## config.mk

```make
export PLATFORM = sky130hd
export DESIGN_NAME = writeback_controller_flat
export DESIGN_NICKNAME = d
export VERILOG_FILES = /design/src/rtl/regfile_pkg.sv /design/src/rtl/writeback_controller_if.sv /design/src/rtl/wb_arbiter.sv /design/src/rtl/writeback_controller.sv /design/src/flat_wrapper.sv
export SDC_FILE = /design/constraint.sdc
export NUM_CORES = 1
export LEC_CHECK = 0
export CAP_MARGIN = 40
export CORE_UTILIZATION = 41
export CTS_BUF_LIST = sky130_fd_sc_hd__clkbuf_4
export DETAILED_ROUTE_END_ITERATION = 7
export PLACE_DENSITY_LB_ADDON = 0.15
export SETUP_SLACK_MARGIN = 0.3
export SYNTH_ARGS = -nofsm -noshare
export SYNTH_HDL_FRONTEND = slang
export SYNTH_SLANG_ARGS = --single-unit
```

## constraint.sdc

```tcl
create_clock -name clk -period 2 [get_ports clk]
set_input_delay 0.3 -clock clk [delete_from_list [all_inputs] [get_ports clk]]
set_output_delay 0.3 -clock clk [all_outputs]
set_load 0.01 [all_outputs]
```

## src/rtl/regfile_pkg.sv

```systemverilog
// Shared register-file types and default sizing for the decode-stage
// register file and its writeback controller.
package regfile_pkg;

   localparam int unsigned REG_WIDTH_DEFAULT = 32;
   localparam int unsigned NUM_REGS_DEFAULT  = 32;

   // Writeback source selected by the arbiter
   typedef enum logic {
      WB_SRC_ALU = 1'b0,
      WB_SRC_LSU = 1'b1
   } wb_src_e;

   // The source that is favoured after the given one wins a contended grant
   function automatic wb_src_e wb_src_other(input wb_src_e src);
      return (src == WB_SRC_ALU) ? WB_SRC_LSU : WB_SRC_ALU;
   endfunction

endpackage

```

## src/rtl/writeback_controller_if.sv

```systemverilog
// Handshake and register-file write-port bundle for writeback_controller.
// The master side is decode/ALU/LSU plus whatever observes the write port;
// the slave side is the controller itself.
interface writeback_controller_if
   import regfile_pkg::*;
#(
   parameter int unsigned REG_WIDTH  = REG_WIDTH_DEFAULT,
   parameter int unsigned NUM_REGS   = NUM_REGS_DEFAULT,
   parameter int unsigned ADDR_WIDTH = $clog2(NUM_REGS)
) ();

   logic                  issue_valid;
   logic [ADDR_WIDTH-1:0] issue_addr;
   logic                  issue_ready;

   logic                  alu_valid;
   logic [ADDR_WIDTH-1:0] alu_addr;
   logic [REG_WIDTH-1:0]  alu_data;
   logic                  alu_ready;

   logic                  lsu_valid;
   logic [ADDR_WIDTH-1:0] lsu_addr;
   logic [REG_WIDTH-1:0]  lsu_data;
   logic                  lsu_ready;

   logic                  rf_write_enable;
   logic [ADDR_WIDTH-1:0] rf_write_addr;
   logic [REG_WIDTH-1:0]  rf_write_data;

   modport master (
      output issue_valid, issue_addr,
      output alu_valid, alu_addr, alu_data,
      output lsu_valid, lsu_addr, lsu_data,
      input  issue_ready, alu_ready, lsu_ready,
      input  rf_write_enable, rf_write_addr, rf_write_data
   );

   modport slave (
      input  issue_valid, issue_addr,
      input  alu_valid, alu_addr, alu_data,
      input  lsu_valid, lsu_addr, lsu_data,
      output issue_ready, alu_ready, lsu_ready,
      output rf_write_enable, rf_write_addr, rf_write_data
   );

endinterface

```

## src/rtl/wb_arbiter.sv

```systemverilog
// Two-input round-robin arbiter between the ALU and LSU writeback sources.
// Grants are combinational from the valids and a 1-bit pointer; the pointer
// only moves when both sources compete.
module wb_arbiter
   import regfile_pkg::*;
(
   input  logic    clk,
   input  logic    rst,
   input  logic    alu_valid,
   input  logic    lsu_valid,
   output logic    alu_grant,
   output logic    lsu_grant,
   output wb_src_e sel
);

   wb_src_e ptr;
   wb_src_e ptr_next;

   // Pointer register; reset favours the ALU
   always_ff @(posedge clk) begin
      if (rst) begin
         ptr <= WB_SRC_ALU;
      end else begin
         ptr <= ptr_next;
      end
   end

   // Grant selection and pointer advance on contended grants only
   always_comb begin
      alu_grant = 1'b0;
      lsu_grant = 1'b0;
      ptr_next  = ptr;
      if (alu_valid && lsu_valid) begin
         if (ptr == WB_SRC_ALU) begin
            alu_grant = 1'b1;
         end else begin
            lsu_grant = 1'b1;
         end
         ptr_next = wb_src_other(ptr);
      end else begin
         alu_grant = alu_valid;
         lsu_grant = lsu_valid;
      end
      sel = lsu_grant ? WB_SRC_LSU : WB_SRC_ALU;
   end

endmodule

```

## src/rtl/writeback_controller.sv

```systemverilog
// Write-side controller for the decode-stage register file: arbitrates ALU
// and LSU results onto the single write port through one registered stage,
// and tracks which registers still have a result in flight.
module writeback_controller
   import regfile_pkg::*;
#(
   parameter int unsigned REG_WIDTH       = REG_WIDTH_DEFAULT,
   parameter int unsigned NUM_REGS        = NUM_REGS_DEFAULT,
   parameter int unsigned ADDR_WIDTH      = $clog2(NUM_REGS),
   parameter bit          REG_ZERO_GROUND = 1'b0
) (
   input  logic                 clk,
   input  logic                 rst,
   writeback_controller_if.slave wb,
   output logic [NUM_REGS-1:0]  busy,
   output logic                 wb_error
);

   logic                  alu_grant;
   logic                  lsu_grant;
   wb_src_e               sel;

   logic                  accept;
   logic                  wb_zero;
   logic                  wb_commit;
   logic [ADDR_WIDTH-1:0] wb_addr;
   logic [REG_WIDTH-1:0]  wb_data;

   logic                  issue_zero;
   logic                  issue_ok;
   logic                  issue_fire;
   logic [NUM_REGS-1:0]   busy_next;

   logic                  we_q;
   logic [ADDR_WIDTH-1:0] addr_q;
   logic [REG_WIDTH-1:0]  data_q;

   wb_arbiter u_arb (
      .clk       (clk),
      .rst       (rst),
      .alu_valid (wb.alu_valid),
      .lsu_valid (wb.lsu_valid),
      .alu_grant (alu_grant),
      .lsu_grant (lsu_grant),
      .sel       (sel)
   );

   assign wb.alu_ready       = alu_grant;
   assign wb.lsu_ready       = lsu_grant;
   assign wb.issue_ready     = issue_ok;
   assign wb.rf_write_enable = we_q;
   assign wb.rf_write_addr   = addr_q;
   assign wb.rf_write_data   = data_q;

   // Source mux; a grounded register-0 writeback is accepted but never written
   always_comb begin
      accept    = alu_grant | lsu_grant;
      wb_addr   = (sel == WB_SRC_LSU) ? wb.lsu_addr : wb.alu_addr;
      wb_data   = (sel == WB_SRC_LSU) ? wb.lsu_data : wb.alu_data;
      wb_zero   = REG_ZERO_GROUND && (wb_addr == '0);
      wb_commit = accept && !wb_zero;
   end

   // Reservation acceptance: a register whose write lands this cycle is
   // already free, so it can be re-reserved in the same cycle
   always_comb begin
      issue_zero = REG_ZERO_GROUND && (wb.issue_addr == '0);
      issue_ok   = issue_zero || !busy[wb.issue_addr] ||
                   (we_q && (addr_q == wb.issue_addr));
      issue_fire = wb.issue_valid && issue_ok && !issue_zero;
   end

   // Scoreboard next state: clear on landing write, then set wins on overlap
   always_comb begin
      busy_next = busy;
      for (int unsigned i = 0; i < NUM_REGS; i++) begin
         if (we_q && (addr_q == ADDR_WIDTH'(i))) begin
            busy_next[i] = 1'b0;
         end
         if (issue_fire && (wb.issue_addr == ADDR_WIDTH'(i))) begin
            busy_next[i] = 1'b1;
         end
      end
   end

   // Write stage: one-cycle enable pulse; addr/data hold when idle
   always_ff @(posedge clk) begin
      if (rst) begin
         we_q   <= 1'b0;
         addr_q <= '0;
         data_q <= '0;
      end else begin
         we_q <= wb_commit;
         if (wb_commit) begin
            addr_q <= wb_addr;
            data_q <= wb_data;
         end
      end
   end

   // Scoreboard register
   always_ff @(posedge clk) begin
      if (rst) begin
         busy <= '0;
      end else begin
         busy <= busy_next;
      end
   end

   // Sticky flag for a writeback to a register with no reservation
   always_ff @(posedge clk) begin
      if (rst) begin
         wb_error <= 1'b0;
      end else if (wb_commit && !busy[wb_addr]) begin
         wb_error <= 1'b1;
      end
   end

endmodule
```

## src/flat_wrapper.sv

```systemverilog
// flat-port wrapper written by rule: the top's interface ports become plain ports
module writeback_controller_flat import regfile_pkg::*;
#(
   parameter int unsigned REG_WIDTH       = REG_WIDTH_DEFAULT,
   parameter int unsigned NUM_REGS        = NUM_REGS_DEFAULT,
   parameter int unsigned ADDR_WIDTH      = $clog2(NUM_REGS),
   parameter bit          REG_ZERO_GROUND = 1'b0
)
  (clk, rst, busy, wb_error, wb_issue_valid, wb_issue_addr, wb_alu_valid, wb_alu_addr, wb_alu_data, wb_lsu_valid, wb_lsu_addr, wb_lsu_data, wb_issue_ready, wb_alu_ready, wb_lsu_ready, wb_rf_write_enable, wb_rf_write_addr, wb_rf_write_data);
  writeback_controller_if #(.REG_WIDTH(REG_WIDTH), .NUM_REGS(NUM_REGS), .ADDR_WIDTH(ADDR_WIDTH)) wb_i ();
  input  logic clk;
  input  logic rst;
  output logic [NUM_REGS-1:0] busy;
  output logic wb_error;
  input wire logic [$bits(wb_i.issue_valid)-1:0] wb_issue_valid;
  input wire logic [$bits(wb_i.issue_addr)-1:0] wb_issue_addr;
  input wire logic [$bits(wb_i.alu_valid)-1:0] wb_alu_valid;
  input wire logic [$bits(wb_i.alu_addr)-1:0] wb_alu_addr;
  input wire logic [$bits(wb_i.alu_data)-1:0] wb_alu_data;
  input wire logic [$bits(wb_i.lsu_valid)-1:0] wb_lsu_valid;
  input wire logic [$bits(wb_i.lsu_addr)-1:0] wb_lsu_addr;
  input wire logic [$bits(wb_i.lsu_data)-1:0] wb_lsu_data;
  output wire logic [$bits(wb_i.issue_ready)-1:0] wb_issue_ready;
  output wire logic [$bits(wb_i.alu_ready)-1:0] wb_alu_ready;
  output wire logic [$bits(wb_i.lsu_ready)-1:0] wb_lsu_ready;
  output wire logic [$bits(wb_i.rf_write_enable)-1:0] wb_rf_write_enable;
  output wire logic [$bits(wb_i.rf_write_addr)-1:0] wb_rf_write_addr;
  output wire logic [$bits(wb_i.rf_write_data)-1:0] wb_rf_write_data;
  assign wb_i.issue_valid = wb_issue_valid;
  assign wb_i.issue_addr = wb_issue_addr;
  assign wb_i.alu_valid = wb_alu_valid;
  assign wb_i.alu_addr = wb_alu_addr;
  assign wb_i.alu_data = wb_alu_data;
  assign wb_i.lsu_valid = wb_lsu_valid;
  assign wb_i.lsu_addr = wb_lsu_addr;
  assign wb_i.lsu_data = wb_lsu_data;
  assign wb_issue_ready = wb_i.issue_ready;
  assign wb_alu_ready = wb_i.alu_ready;
  assign wb_lsu_ready = wb_i.lsu_ready;
  assign wb_rf_write_enable = wb_i.rf_write_enable;
  assign wb_rf_write_addr = wb_i.rf_write_addr;
  assign wb_rf_write_data = wb_i.rf_write_data;
  writeback_controller #(.REG_WIDTH(REG_WIDTH), .NUM_REGS(NUM_REGS), .ADDR_WIDTH(ADDR_WIDTH), .REG_ZERO_GROUND(REG_ZERO_GROUND)) u_core (.clk(clk), .rst(rst), .wb(wb_i), .busy(busy), .wb_error(wb_error));
endmodule
```

==> results.cfg, run 1 <==
[floorplan]
start_util = 0.427
coreArea_mm2 = 0.00933
rows = 35
die-area_mm2 = 0.0101
pin_count = 158
die-width_um = 101
die_h_um = 101

[yosys]
yosys.area.top_type_share = 0.361
synth_nets = 549
syn_area_mm2 = 0.00399
synth-seq-cells = 72
synth_cell_types = 52
synth_edf_count = 0
synth_largest_area_cell = dfxtp_1
ys_seq_area_frac = 0.361
postSynth.topFlopCell = dfxtp_1
ys.warnings.count = 0
avgSynthCellArea_um2 = 8.58
synth_area_leaders = dfxtp_1 36%, nand2_1 8.0%, a311oi_1 7.0%
ys_async_sr_fraction = 0
syn_inst = 465

[clocking]
clkSinkCount = 72
cts-root-buf = clkbuf_4
clock_path_buffers = 2
cts_tree = done
cts_buffers = 9
cts.reportedPaths.clkPinSlew_ns = 0.14
htree_levels = 3
ctsHoldBuffers = 0
insertion_delay_ns = 0.42

[worst_setup_path]
cp-start-kind = primary input
max_stage_delay_ns = 0.57
arrival_ns = 1.92
crit_fanout = 7
required_ns = 1.70
ff2ff_path_depth = 9
regToRegSetupSlack_ns = -0.08
r2r-end = u_core.wb_error$_SDFFE_PP0P_
crit_type = primary input to output port
startpoint = wb_issue_addr[3]
crit_chain = clkdlybuf4s50_1, buf_4, mux2i_1, a22oi_1, nand4_1, buf_2
r2r_start = u_core.u_arb.ptr$_SDFFE_PP0N_
slowest_stage = clkdlybuf4s50_1
endpoint_kind = output port
crit_end = wb_issue_ready

[timing]
finClkSkew_ns = 0.0177
worst_pin_slew_ns = 0.549
slew_headroom = 0.631
worst_slack_ns = -0.216
hold_violations = 0
min_period_over_period = 1.11
fin_crit_ns = 2.22
max_freq_ghz = 0.451
rsz0062_at_grt = true
drv_slew = 0
setup_viol = 10

[route]
drtAntennaViolNets = 0
post_drt_wl_per_cell_um = 19.2
viasPerCell = 5.80
dr_wl_met2_um = 7410
routed_wl_um = 15600
via_count = 4715
top_layer_used = met4
drcViolationCount = 0
wl_met3_um = 1230
dr.pass1.iters = 7
drt_iter0_markers = 290
wl_met1_um = 6530

[power]
power.density_mw_per_mm2 = 550
leakage_nw = 2.82
finalPower_mw = 3.63
ir_worst_vdd_mv = 0.283

[worst_hold_path]
holdPathStages = 3
hp-class = primary input to register

[global_routing]
grt.total_usage = 0.300
grt_overflow = 0
antenna_found_initial = 0
grt_max_degree = 71
grt_pass1_wl_um = 23200
grt_pass1_vias = 4438

[cells_and_area]
postLayoutCellArea_mm2 = 0.00659
diodes = 0
nNetsFinal = 763
drive_above_1_share = 0.273
finish.utilization = 0.707
syn_to_final_growth_pct = 65.4
fin_cells = 813

[placed_design]
place_area_mm2 = 0.00618
io_buffers = 157
dp.cells = 790
dp_slack_ns = -0.727
hpwl_um = 11100
finalWeightedCongestion = 0.977

[run]
drv_cap = 0

[run_status]
run_status = finished with violations
violations = negative setup slack
-- layout make-up --
type                       instances  area (um^2)
clock inverter                     7         93.8
multi-input combinational        353         2540
timing repair buffer             241         2240
fill                             781         2730
tap                              129          161
inverter                           2         15.0
sequential                        72         1470
clock buffer                       9         67.6
-- cell families (layout without fill, tap and decap cells) --
family,after synthesis,in the layout,synth area share
flops,72,72,0.361
buf+inv,40,259,0.0452
xor+xnor,6,6,0.0132
mux,40,40,0.147
simple gates,202,202,0.243
compound gates,105,105,0.190
-- Yosys cell counts, types with 3 or more instances --
| master | n |
|---|---|
| a311oi_1 | 32 |
| a211oi_1 | 9 |
| buf_1 | 6 |
| dfxtp_1 | 72 |
| clkbuf_1 | 24 |
| mux4_2 | 12 |
| o311ai_0 | 4 |
| nand2_1 | 85 |
| buf_2 | 6 |
| mux2_2 | 4 |
| a21oi_1 | 3 |
| nand2b_1 | 5 |
| nor2b_1 | 9 |
| o211ai_1 | 13 |
| nand3_1 | 27 |
| xor2_1 | 5 |
| mux2i_1 | 21 |
| nand4_1 | 3 |
| nor2_1 | 46 |
| nor3_1 | 6 |
| o21ai_0 | 9 |
| o21ai_1 | 24 |
| nand4b_1 | 5 |
-- cells in the final DEF (no fill, tap or decap), types with 12 or more instances in the layout --
master / instances
buf_4: 73
o211ai_1: 13
mux2i_1: 19
dfxtp_2: 16
dfxtp_1: 53
a311oi_1: 32
clkdlybuf4s50_1: 111
o21ai_2: 26
dlygate4sd2_1: 38
nand2_1: 85
mux4_2: 12
nand3_1: 27
nor2_1: 46
-- repair_timing --
action | in CTS | in global routing
setup endpoints to repair | 74 | 43
gates resized for setup | 97 | 28
buffers inserted | 5 | 2
pin swaps | 8 | 4
cloned | 0 | 0
-- sequential cells by signal (all words and copies together), names as in the netlist --
signal / flops
u_core.wb_error: 1
u_core.wb.rf_write_enable: 1
u_core.busy: 32
u_core.u_arb.ptr: 1
u_core.wb.rf_write_addr: 5
u_core.wb.rf_write_data: 32
-- how the worst min path moves through the flow --
| stage | from | endpoint | slack [ns] |
|---|---|---|---|
| finish | wb_lsu_data[30] | u_core.wb.rf_write_data[30]$_SDFFE_PP0P_ | 0.43 |
| global route | wb_lsu_data[30] | u_core.wb.rf_write_data[30]$_SDFFE_PP0P_ | 0.41 |
| CTS | wb_lsu_data[30] | u_core.wb.rf_write_data[30]$_SDFFE_PP0P_ | 0.41 |
| detailed placement | u_core.wb.rf_write_data[1]$_SDFFE_PP0P_ | u_core.wb.rf_write_data[1]$_SDFFE_PP0P_ | 0.49 |
| global placement | u_core.wb.rf_write_data[11]$_SDFFE_PP0P_ | u_core.wb.rf_write_data[11]$_SDFFE_PP0P_ | 0.48 |
| floorplan | wb_alu_valid | u_core.wb.rf_write_enable$_SDFF_PP0_ | 0.43 |
-- metrics by stage --
stage | setup TNS, ns | hold WS (ns)
2_1_floorplan | 0 | 0.426
3_3_place_gp | -15.82 | 0.483
3_5_place_dp | -18.16 | 0.489
4_1_cts | -0.167 | 0.410
5_1_grt | -1.46 | 0.411
6_report | -0.479 | 0.428
-- per-layer routing --
| metal | global-route usage | vias to the layer above |
|---|---|---|
| met3 | 0.0742 | 45 |
| met1 | 0.385 | 2273 |
| met4 | 0.107 | 0 |
| met5 | 0 | - |
| li1 | - | 2151 |
| met2 | 0.489 | 246 |
-- where the power goes --
group	internal, mW	switching [mW]	total (mW)	leakage [nW]
Sequential	1.51	0.0456	1.56	0.601
Clock	0.507	0.567	1.07	0.0823
Combinational	0.520	0.480	1.00	2.14
-- worst max-delay path, delay by kind of cell --
kind,cells,cell delay [ns]
buffers and inverters,3,1.01
AOI/OAI and AO/OA,1,0.29
muxes,1,0.10
and+or+nand+nor,1,0.22
No activity file was read; power rests on OpenSTA's default activity.
==> inputs of run 2 (changes only) <==
Settings changed: CORE_MARGIN set to 4, CTS_CLUSTER_SIZE set to 24.
==> run 2 against run 1 <==
Combinational power is essentially flat. The run still ends with negative setup slack left. Utilization increased by 0.26 points. Sequential power about the same. Count of clock-buffer cells in the layout is 1 higher. Via count fell by 1.0%. Largest power group unchanged. Non-clock buffer count up 5. Clock power hardly changed. Final cell count is 0.62% higher. Flip-flop and latch count did not move.
==> results.cfg, run 2 (synthesis gave the netlist of run 1 again) <==
[power]
ir_worst_vdd_mv = 0.345
p_sw_frac = 0.289
leakage_nw = 2.78
clockPowerShare = 0.287
p_seq_frac = 0.431
power.density_mw_per_mm2 = 542
power_frac_comb = 0.282
finalPower_mw = 3.61
p_int_mw = 2.56
p_sw_mw = 1.04

[cells_and_area]
fin_cells = 818
diodes = 0
final_cell_mix = 114 x clkdlybuf4s50_1, 84 x nand2_1, 79 x buf_4
final_common_cell = clkdlybuf4s50_1
syn_to_final_growth_pct = 66.7
postLayoutCellArea_mm2 = 0.00665
finish.utilization = 0.709
drive_above_1_share = 0.273
nNetsFinal = 768

[timing]
worst_pin_slew_ns = 0.574
setup_viol = 2
whs_ns = 0.449
fin_crit_ns = 2.10
hold_violations = 0
max_freq_ghz = 0.475
finClkSkew_ns = 0.0197
min_period_over_period = 1.05
worst_slack_ns = -0.104
drv_slew = 0
rsz0062_at_grt = true
slew_headroom = 0.614

[global_routing]
grt_pass1_vias = 4469
antenna_found_initial = 0
met1_usage = 0.348
use_met2 = 0.425
met3_usage = 0.0843
top_usage_layer = met2
grt_overflow = 0
grt.total_usage = 0.267
grt_max_degree = 74
grt_pass1_wl_um = 23900

[clocking]
cts_buffers = 9
cts_tree = done
insertion_delay_ns = 0.40
htree_levels = 3
ctsHoldBuffers = 0
cts-root-buf = clkbuf_4
clkSinkCount = 72
clock_path_buffers = 2
cts.reportedPaths.clkPinSlew_ns = 0.13

[run_status]
run_status = finished with violations
violations = negative setup slack

[floorplan]
coreArea_mm2 = 0.00937
die-area_mm2 = 0.0114
die-width_um = 107
pin_count = 158
die_h_um = 107
start_util = 0.426
rows = 35

[route]
via_count = 4666
drt_iter0_markers = 330
dr.pass1.iters = 5
routed_wl_um = 15700
viasPerCell = 5.70
drtAntennaViolNets = 0
drcViolationCount = 0
post_drt_wl_per_cell_um = 19.2

[placed_design]
place_area_mm2 = 0.00618
finalWeightedCongestion = 0.942
io_buffers = 157
dp.cells = 790
hpwl_um = 11400

[worst_setup_path]
max_stage_delay_ns = 0.48
endpoint_kind = output port
cp_num_buf_inv = 1
required_ns = 1.70
crit_chain = mux4_2, mux2i_1, a22oi_2, nand4_1, buf_2
arrival_ns = 1.80
slowest_stage = mux4_2
crit_fanout = 2
crit_family = multiplexers
crit_type = register to output port
cp-start-kind = register

[worst_hold_path]
hp-class = primary input to register

[run]
drv_cap = 0
-- run 2: cell type report --
class	count	area, um^2
Clock inverter	6	83.8
Multi-Input combinational cell	353	2570
Sequential cell	72	1470
Timing Repair Buffer	246	2270
Clock buffer	10	75.1
Tap cell	129	161
Fill cell	782	2720
Inverter	2	15.0
-- run 2: final timing paths --
kind	slack, ns	startpoint	cells after the start	end
worst max-delay path	-0.10	u_core.busy[2]$_SDFFE_PP0P_	5	wb_issue_ready
worst min-delay path	0.45	wb_lsu_data[13]	3	u_core.wb.rf_write_data[13]$_SDFFE_PP0P_
worst max register to register	-0.05	u_core.u_arb.ptr$_SDFFE_PP0N_	8	u_core.wb_error$_SDFFE_PP0P_
worst min register to register	0.50	u_core.wb.rf_write_data[31]$_SDFFE_PP0P_	2	u_core.wb.rf_write_data[31]$_SDFFE_PP0P_
-- run 2: worst reg2reg max path: stages (launching register included) --
cell and delay (ns):
dfxtp_2 0.34, nand2b_4 0.12, nand2_4 0.07, inv_8 0.08
buf_12 0.13, mux2i_4 0.31, a221oi_2 0.11, or4_1 0.47
a311o_1 0.32
-- run 2: power by group through the flow --
stage,combinational (mW),sequential [mW],clock [mW]
global placement,0.926,1.58,0
detailed placement,0.937,1.59,0
floorplan,0.380,1.62,0
global route,1.08,1.56,1.12
finish,1.02,1.55,1.04
CTS,0.972,1.55,1.06
-- run 2: layer usage --
layer / up-vias / wire, um / share of wire
li1: 2163 / - / -
met1: 2189 / 6290 / 0.40
met2: 272 / 7390 / 0.47
met3: 42 / 1550 / 0.099
met4: 0 / 449 / 0.029
met5: - / 0 / 0
-- run 2: repair_timing --
action	in CTS	in global routing
gates resized for setup	85	37
pin swaps	7	11
setup endpoints to repair	74	36
gates cloned	1	0
buffers inserted	7	4
-- run 2: per-stage QoR --
step,TNS [ns],setup WS [ns]
global route,-1.14,-0.192
CTS,-0.171,-0.0983
global placement,-16.85,-0.721
floorplan,0,0.105
detailed placement,-17.37,-0.715
finish,-0.163,-0.104
==> inputs of run 3 (changes only) <==
Settings changed: ABC_CLOCK_PERIOD_IN_PS set to 2000.
==> results of run 3 <==
The final DEF is identical to that of run 2; final timing and power are the same.
